===== config.mk =====
export PLATFORM = sky130hd
export DESIGN_NAME = uart_tx_sched
export DESIGN_NICKNAME = d
export VERILOG_FILES = /design/src/rtl/uart_pkg.sv /design/src/rtl/rr_arbiter.sv /design/src/rtl/uart_tx_sched.sv
export SDC_FILE = /design/constraint.sdc
export NUM_CORES = 1
export LEC_CHECK = 0
export BUFFER_PORTS_ARGS = -buffer_cell sky130_fd_sc_hd__buf_2
export CORE_ASPECT_RATIO = 1.1
export CORE_MARGIN = 2
export CORE_UTILIZATION = 45
export CTS_BUF_LIST = sky130_fd_sc_hd__clkbuf_8
export DETAILED_ROUTE_END_ITERATION = 6
export GPL_ROUTABILITY_DRIVEN = 0
export PLACE_DENSITY = 0.8
export SYNTH_ARGS = -nofsm -noshare
export SYNTH_HDL_FRONTEND = slang
export SYNTH_SLANG_ARGS = --single-unit

===== constraint.sdc =====
create_clock -name clk -period 4.9 [get_ports clk]
set_clock_uncertainty 0.05 [all_clocks]
set_input_delay 0.49 -clock clk [delete_from_list [all_inputs] [get_ports clk]]
set_output_delay 0.49 -clock clk [all_outputs]
set_load 0.05 [all_outputs]

===== src/rtl/uart_pkg.sv =====
// Shared definitions for the UART transmit scheduler: FSM state encoding and
// the status characters the requesters commonly send.
package uart_pkg;

  typedef enum logic [1:0] {
    IDLE       = 2'd0,
    SEND       = 2'd1,
    WAIT_START = 2'd2,
    WAIT_DONE  = 2'd3
  } state_t;

  localparam logic [7:0] ASCII_F = 8'h46;
  localparam logic [7:0] ASCII_E = 8'h45;

endpackage


===== src/rtl/rr_arbiter.sv =====
// Combinational round-robin arbiter: grants the first requester set after
// 'last', wrapping modulo N. Produces a one-hot grant and its index.
module rr_arbiter #(
  parameter int N = 4
) (
  input  logic [N-1:0]         req,
  input  logic [$clog2(N)-1:0] last,
  input  logic                 en,
  output logic [N-1:0]         gnt,
  output logic [$clog2(N)-1:0] idx
);

  localparam int IW = $clog2(N);

  logic [IW:0]   sum;
  logic [IW-1:0] pos;
  logic          found;

  // NOTE: every signal driven here gets a default first, so no path can hold
  // an old value and infer a latch.
  always_comb begin
    gnt   = '0;
    idx   = '0;
    found = 1'b0;
    sum   = '0;
    pos   = '0;
    for (int k = 1; k <= N; k++) begin
      sum = {1'b0, last} + (IW+1)'(k);
      if (sum >= (IW+1)'(N)) sum = sum - (IW+1)'(N);
      pos = sum[IW-1:0];
      if (en && !found && req[pos]) begin
        found    = 1'b1;
        gnt[pos] = 1'b1;
        idx      = pos;
      end
    end
  end

endmodule


===== src/rtl/uart_tx_sched.sv =====
// Round-robin scheduler sharing one uart_tx among NREQ byte sources, with an
// abort when the transmitter fails to assert busy after a send.
module uart_tx_sched
  import uart_pkg::*;
#(
  parameter int NREQ     = 4,
  parameter int START_TO = 16
) (
  input  logic                    clk,
  input  logic                    reset,
  input  logic [NREQ-1:0]         req_valid,
  input  logic [8*NREQ-1:0]       req_data,
  output logic [NREQ-1:0]         req_ready,
  output logic [7:0]              tx_data,
  output logic                    tx_send,
  input  logic                    tx_busy,
  output logic [$clog2(NREQ)-1:0] grant_id,
  output logic                    active,
  output logic                    start_err
);

  localparam int IW = $clog2(NREQ);
  localparam int TW = $clog2(START_TO);
  localparam logic [TW-1:0] TIMER_LAST = TW'(START_TO - 1);

  state_t        state, state_next;
  logic [IW-1:0] last, last_next;
  logic [TW-1:0] timer, timer_next;
  logic [7:0]    data_next;
  logic [IW-1:0] id_next;
  logic [NREQ-1:0] ready_next;
  logic          send_next, err_next;

  logic [NREQ-1:0] gnt;
  logic [IW-1:0]   gnt_idx;

  rr_arbiter #(.N(NREQ)) u_arb (
    .req  (req_valid),
    .last (last),
    .en   ((state == IDLE) && !tx_busy),
    .gnt  (gnt),
    .idx  (gnt_idx)
  );

  always_comb begin
    state_next = state;
    last_next  = last;
    timer_next = timer;
    data_next  = tx_data;
    id_next    = grant_id;
    ready_next = '0;
    send_next  = 1'b0;
    err_next   = 1'b0;
    case (state)
      IDLE: begin
        if (|gnt) begin
          ready_next = gnt;
          data_next  = req_data[{gnt_idx, 3'b000} +: 8];
          id_next    = gnt_idx;
          last_next  = gnt_idx;
          state_next = SEND;
        end
      end
      SEND: begin
        send_next  = 1'b1;
        timer_next = '0;
        state_next = WAIT_START;
      end
      WAIT_START: begin
        // Leaving at TIMER_LAST keeps the timer from ever wrapping.
        if (tx_busy) begin
          state_next = WAIT_DONE;
        end else if (timer == TIMER_LAST) begin
          err_next   = 1'b1;
          state_next = IDLE;
        end else begin
          timer_next = timer + 1'b1;
        end
      end
      WAIT_DONE: begin
        if (!tx_busy) state_next = IDLE;
      end
      default: state_next = IDLE;
    endcase
  end

  // NOTE: sequential state uses non-blocking assignments so every register
  // samples the pre-edge values, independent of statement order.
  always_ff @(posedge clk or negedge reset) begin
    if (!reset) begin
      state     <= IDLE;
      last      <= IW'(NREQ - 1);
      timer     <= '0;
      tx_data   <= '0;
      grant_id  <= '0;
      req_ready <= '0;
      tx_send   <= 1'b0;
      start_err <= 1'b0;
    end else begin
      state     <= state_next;
      last      <= last_next;
      timer     <= timer_next;
      tx_data   <= data_next;
      grant_id  <= id_next;
      req_ready <= ready_next;
      tx_send   <= send_next;
      start_err <= err_next;
    end
  end

  assign active = (state != IDLE);

endmodule


## Word level (Yosys, flattened, before mapping)

Index checks and enable logic that the tools add are counted.
W data, S select, Z words.

- Register bits after elaboration: 24
- Bits of input ports: 39
- Logic and storage cells: 110

- Shift-type cells: 1
- Reductions and logical operators: 23
- Eq/ne operators: 9
- $lt $le $gt $ge: 12
- Bitwise operators: 3
- Add/sub/neg operators: 9
- Mux-type cells: 45

Operators by type and width:

| cell | count |
|---|---|
| $mux W4 | 8 |
| $shiftx A32 B6 Y8 | 1 |
| $mux W2 | 12 |
| $mux W1 | 15 |
| $ge A3 B3 Y1 const B | 4 |
| $logic_and A1 B1 Y1 | 12 |
| $lt A2 B3 Y1 const B | 4 |
| $or A4 B4 Y4 | 3 |
| $bmux W1 S2 | 4 |
| $demux W1 S2 | 4 |
| $ge A2 B1 Y1 const B | 4 |
| $pmux W2 S4 | 1 |
| $pmux W4 S2 | 1 |
| $sub A2 B1 Y2 const B | 4 |
| $add A2 B2 Y3 const B | 2 |
| $ne A2 B2 Y1 const B | 3 |
| $reduce_and A3 Y1 | 2 |
| $add A4 B1 Y4 const B | 1 |
| $eq A2 B2 Y1 const B | 2 |
| $eq A4 B4 Y1 const B | 1 |
| $logic_not A1 Y1 | 4 |
| $reduce_bool A2 Y1 | 2 |
| $reduce_or A4 Y1 | 1 |
| $add A2 B1 Y3 const B | 1 |
| 6 further kinds | 6 |

## Longest topological paths before layout

- Word-level depth: 22
- Gate-level depth with buffers: 13
- Mapped depth without buffers: 9

## Hierarchy

From an unflattened synthesis, not the netlist that was laid out.

- Cell total of the unflattened synthesis: 143
- Area total of the unflattened synthesis: 1,695.4 um^2

By module, submodules not included:

| module | instances | area each (um^2) | cells an instance |
|---|---|---|---|
| uart_tx_sched | 1 | 1,208.7 | 89 |
| rr_arbiter | 1 | 486.7 | 54 |

## Worst setup path after synthesis

OpenSTA, ideal clock, no wires.

- Path kind: register to register
- From: register last[0]
- To: register grant_id[1]
- Path slack: 1.515 ns
- Arrival: 3.210 ns
- Stages on the path, launching flop included: 12
- Buffers on the path: 3
- Setup time: 0.125 ns
- Path through: dfstp_2 > buf_4 > inv_1 > ha_1 > clkbuf_1 > mux4_2 > a22oi_1 > nor2_1 > a221o_1 > nor4_4 > buf_6 > mux2_4

- Longest elaborated chain between the ends: 21
- Elaborated cells on any way between the ends: 70

RTL lines:

| what | RTL line | RTL |
|---|---|---|
| from (decl) | uart_tx_sched.sv:27 | `logic [IW-1:0] last, last_next;` |
| from (signal assigned) | uart_tx_sched.sv:92 | `last <= IW'(NREQ - 1);` |
| from (signal assigned) | uart_tx_sched.sv:101 | `last <= last_next;` |
| parallel branches: the longest is 21 deep, another holds $add A2 B1 Y3 | - |  |
| to (signal assigned) | uart_tx_sched.sv:104 | `grant_id <= id_next;` |
| to (decl) | uart_tx_sched.sv:17 | `output logic [$clog2(NREQ)-1:0] grant_id,` |

Parallel ways; which one is timed is not known. The select of a mux whose other input is x is not followed.
A chain may end at the register's enable or synchronous reset.

## Worst setup path in the final report

- From: register last[0]
- To: register tx_data[0]

- Longest elaborated chain between the ends: 21
- Elaborated cells on any way between the ends: 71

RTL lines:

| what | RTL line | RTL |
|---|---|---|
| parallel branches: the longest is 21 deep, another holds $add A2 B1 Y3 | - |  |
| to (signal assigned) | uart_tx_sched.sv:103 | `tx_data <= data_next;` |
| to (decl) | uart_tx_sched.sv:14 | `output logic [7:0] tx_data,` |

Parallel ways; which one is timed is not known. The select of a mux whose other input is x is not followed.

==> results by group <==
Power and ir drop
  – Static leakage: roughly 1.1 nW
  – Worst voltage drop across the vdd grid: 346.0 uV
  – PD cells: 657.7 mW/mm2

Floorplan
  – Row Count: 23
  – Die extent in y: roughly 69 um
  – Ports placed on the boundary: 56
  – Core area: around 0.0037 mm2
  – Area enclosed by the die boundary: around 0.0044 mm2
  – Chip Width: roughly 63 um
  – Effective utilization at floorplan: a little under half

Routing
  – Via count: about 1400
  – DR DRC count: 0
  – Detailed-route wire length: approximately 3.5 mm
  – WL per Instance: 13.50 um
  – Vias per cell: roughly 5.4
  – Number of detailed-route iterations in the first pass: 4
  – Drt initial violations: between 70 and 80
  – Number of nets still failing antenna checks after routing: 0

Timing
  – Final period utilization: around 73%
  – Total negative slack: 0 ns
  – Unrepaired setup endpoints after global routing: no
  – Highest clock rate: ~280 MHz
  – Least-Margin Pin Slew: between 0.9 and 1 ns
  – Hold slack: approximately 0.13 ns
  – Max_slew headroom: 36.51%
  – Final setup violation count: 0
  – Final Max Tran Viols: 0
  – Final min period: 3.567 ns
  – Final hold vios: 0

CTS
  – Clock latency at the later pin of the worst-skew pair: ~0.27 ns
  – CTS tree: built
  – CTS sink cnt: 24
  – Cts repair resizes: 0
  – Number of buffers inserted for hold repair after clock tree synthesis: 0
  – Clock buffer count from CTS: 3
  – Number of setup buffers added after CTS: 0
  – CTS H-tree depth: 1
  – Clock root buffer: sky130_fd_sc_hd__clkbuf_8
  – Clock edge transition at the registers on the reported setup and hold paths: around 0.090 ns
  – Largest buffer count on any clock path: 2

Logic synthesis
  – Primary FF master, synth: sky130_fd_sc_hd__dfrtp_1
  – Top cell type by total area after synthesis: sky130_fd_sc_hd__dfrtp_1
  – Cell count after synthesis: roughly 160
  – Area share of the largest cell type after synthesis: a little under a third
  – Total number of yosys warnings: 0
  – Cell types with the largest area share after synthesis: sky130_fd_sc_hd__dfrtp_1, sky130_fd_sc_hd__mux2i_1, sky130_fd_sc_hd__ha_1
  – Leading cell types by count after synthesis: sky130_fd_sc_hd__mux2i_1, sky130_fd_sc_hd__dfrtp_1, sky130_fd_sc_hd__nor2_1
  – Fraction of synthesis flops using an asynchronous set or reset pin: 100.0%
  – Flip-flop and latch count after synthesis: 24
  – Count of flip-flops with a built-in enable after synthesis: 0
  – Most common cell in the netlist: sky130_fd_sc_hd__mux2i_1
  – Count of unique library cells instantiated by Yosys: 40
  – Sequential fraction of the synthesis area: a little over a third
  – Syn_area_per_cell: about 11 um2
  – Mapped Area: 0.001733 mm2
  – Nets in the synthesized netlist: 205

Global route
  – Via count of the first global-routing pass: around 1400
  – Total overflow reported by the global router: 0
  – Total routing resource utilization after global routing: between 15 and 20%
  – Initial antenna violation count: 0
  – Maximum number of pins on one net before global-route repair: 25
  – Wire length of the first global-routing pass: between 6 and 7 mm

Worst setup path
  – Capturing point of the worst reg2reg path: tx_data[0]
  – Worst R2R Path Depth: 9
  – Startpoint type of the worst setup path: flip-flop
  – Slack of the worst reg-to-reg path: between 1 and 1.5 ns
  – Data arrival at the endpoint of the critical path: between 3 and 4 ns
  – Kind of critical path: reg2reg
  – Endpoint class of the critical path: flip-flop
  – CP Max Fanout: 12
  – Worst EP required: approximately 5.0 ns
  – Startpoint of the lowest-slack register-to-register path: last[0]

Cells and area
  – Inserted Diodes: 0
  – Final std cells w/o fill: ~260
  – Share of layout cells above drive strength 1: 39.90%
  – Final Net Count: between 200 and 300
  – Post-synthesis to final-layout area growth: 21.16%

Outcome
  – Run status: finished clean

Placement
  – Input/output buffers: 55
  – Detailed-placement wirelength estimate: 2.669 mm
  – Cell total after placement: ~250

Worst hold path
  – HP Class: in2async

Run
  – Number of max-cap violations: 0
-- where the power goes --
group | total, mW | internal [mW] | switching (mW)
sequential | 0.373 | 0.281 | 0.0912
combinational | 0.835 | 0.349 | 0.485
clock | 0.173 | 0.109 | 0.0641
-- layout make-up --
type,instances,area [um2]
clock buffer,3,41.29
clock inverter,1,30.03
fill,327,1555
inverter,8,30.03
multi-input combinational,115,1042
sequential,24,603.1
tap,50,62.56
timing repair buffer,57,290.3
-- critical path, stage by stage (launching register included) --
cell and delay [ns]:
sky130_fd_sc_hd__dfstp_2 0.70, sky130_fd_sc_hd__inv_1 0.23, sky130_fd_sc_hd__ha_1 0.46, sky130_fd_sc_hd__mux2_2 0.37, sky130_fd_sc_hd__nor3_1 0.14, sky130_fd_sc_hd__a21o_1 0.10
sky130_fd_sc_hd__a221oi_1 0.08, sky130_fd_sc_hd__a211oi_2 0.82, sky130_fd_sc_hd__mux2i_1 0.19, sky130_fd_sc_hd__mux2_4 0.31
-- layer usage --
metal	wire, um	vias up	track usage, %
li1	-	687	-
met1	1429	653	20.73
met2	1805	50	30.85
met3	204	6	3.752
met4	43	0	4.691
met5	0	-	0
-- cell usage in the layout (no fill, tap or decap), drive strengths merged, types with 2 or more instances in the layout --
cell / netlist / final
a21oi: 4 / 4
a221o: 4 / 4
a22oi: 4 / 4
and3: 3 / 3
buf: 7 / 57
clkbuf: 3 / 3
dfrtp: 22 / 22
dfstp: 2 / 2
ha: 9 / 9
inv: 8 / 8
mux2: 11 / 11
mux2i: 28 / 28
mux4: 4 / 4
nand2: 7 / 7
nand3: 2 / 2
nor2: 12 / 12
nor2b: 4 / 4
nor3: 3 / 3
o21ai: 3 / 3
o22ai: 2 / 2
-- cells by family (layout without fill, tap and decap cells) --
group           Yosys count  after routing  synth area share, %
flops                    24             24                34.80
compound gates           28             28                12.35
simple gates             35             35                10.98
buf+inv                  18             69                5.343
fa+ha+maj                 9              9                6.498
mux                      43             43                30.04
-- stage by stage --
stage | power, mW | utilization, % | cell area (um2) | setup WS, ns
global route | 1.480 | 57.45 | 2100 | 1.021
floorplan | 1.065 | - | 1733 | 1.515
finish | 1.381 | 57.45 | 2100 | 1.333
CTS | 1.391 | 57.45 | 2100 | 1.278
detailed placement | 1.211 | 55.49 | 2028 | 1.291
global placement | 1.192 | 55.49 | 2028 | 1.448
-- state kept, by name, summed over array words and instances (netlist names) --
| name | cells |
|---|---|
| grant_id | 2 |
| last | 2 |
| state | 2 |
| tx_send | 1 |
| start_err | 1 |
| req_ready | 4 |
| timer | 4 |
| tx_data | 8 |
-- worst max path at each step --
stage	startpoint	end	slack [ns]	depth (start not counted)
2_1_floorplan	last[0]	grant_id[1]	1.51	11
3_3_place_gp	last[0]	tx_data[4]	1.45	9
3_5_place_dp	last[0]	tx_data[0]	1.29	9
4_1_cts	last[0]	tx_data[0]	1.28	9
5_1_grt	last[0]	tx_data[0]	1.02	9
6_report	last[0]	tx_data[0]	1.33	9
Note: power is estimated with default switching activity, not from simulation.
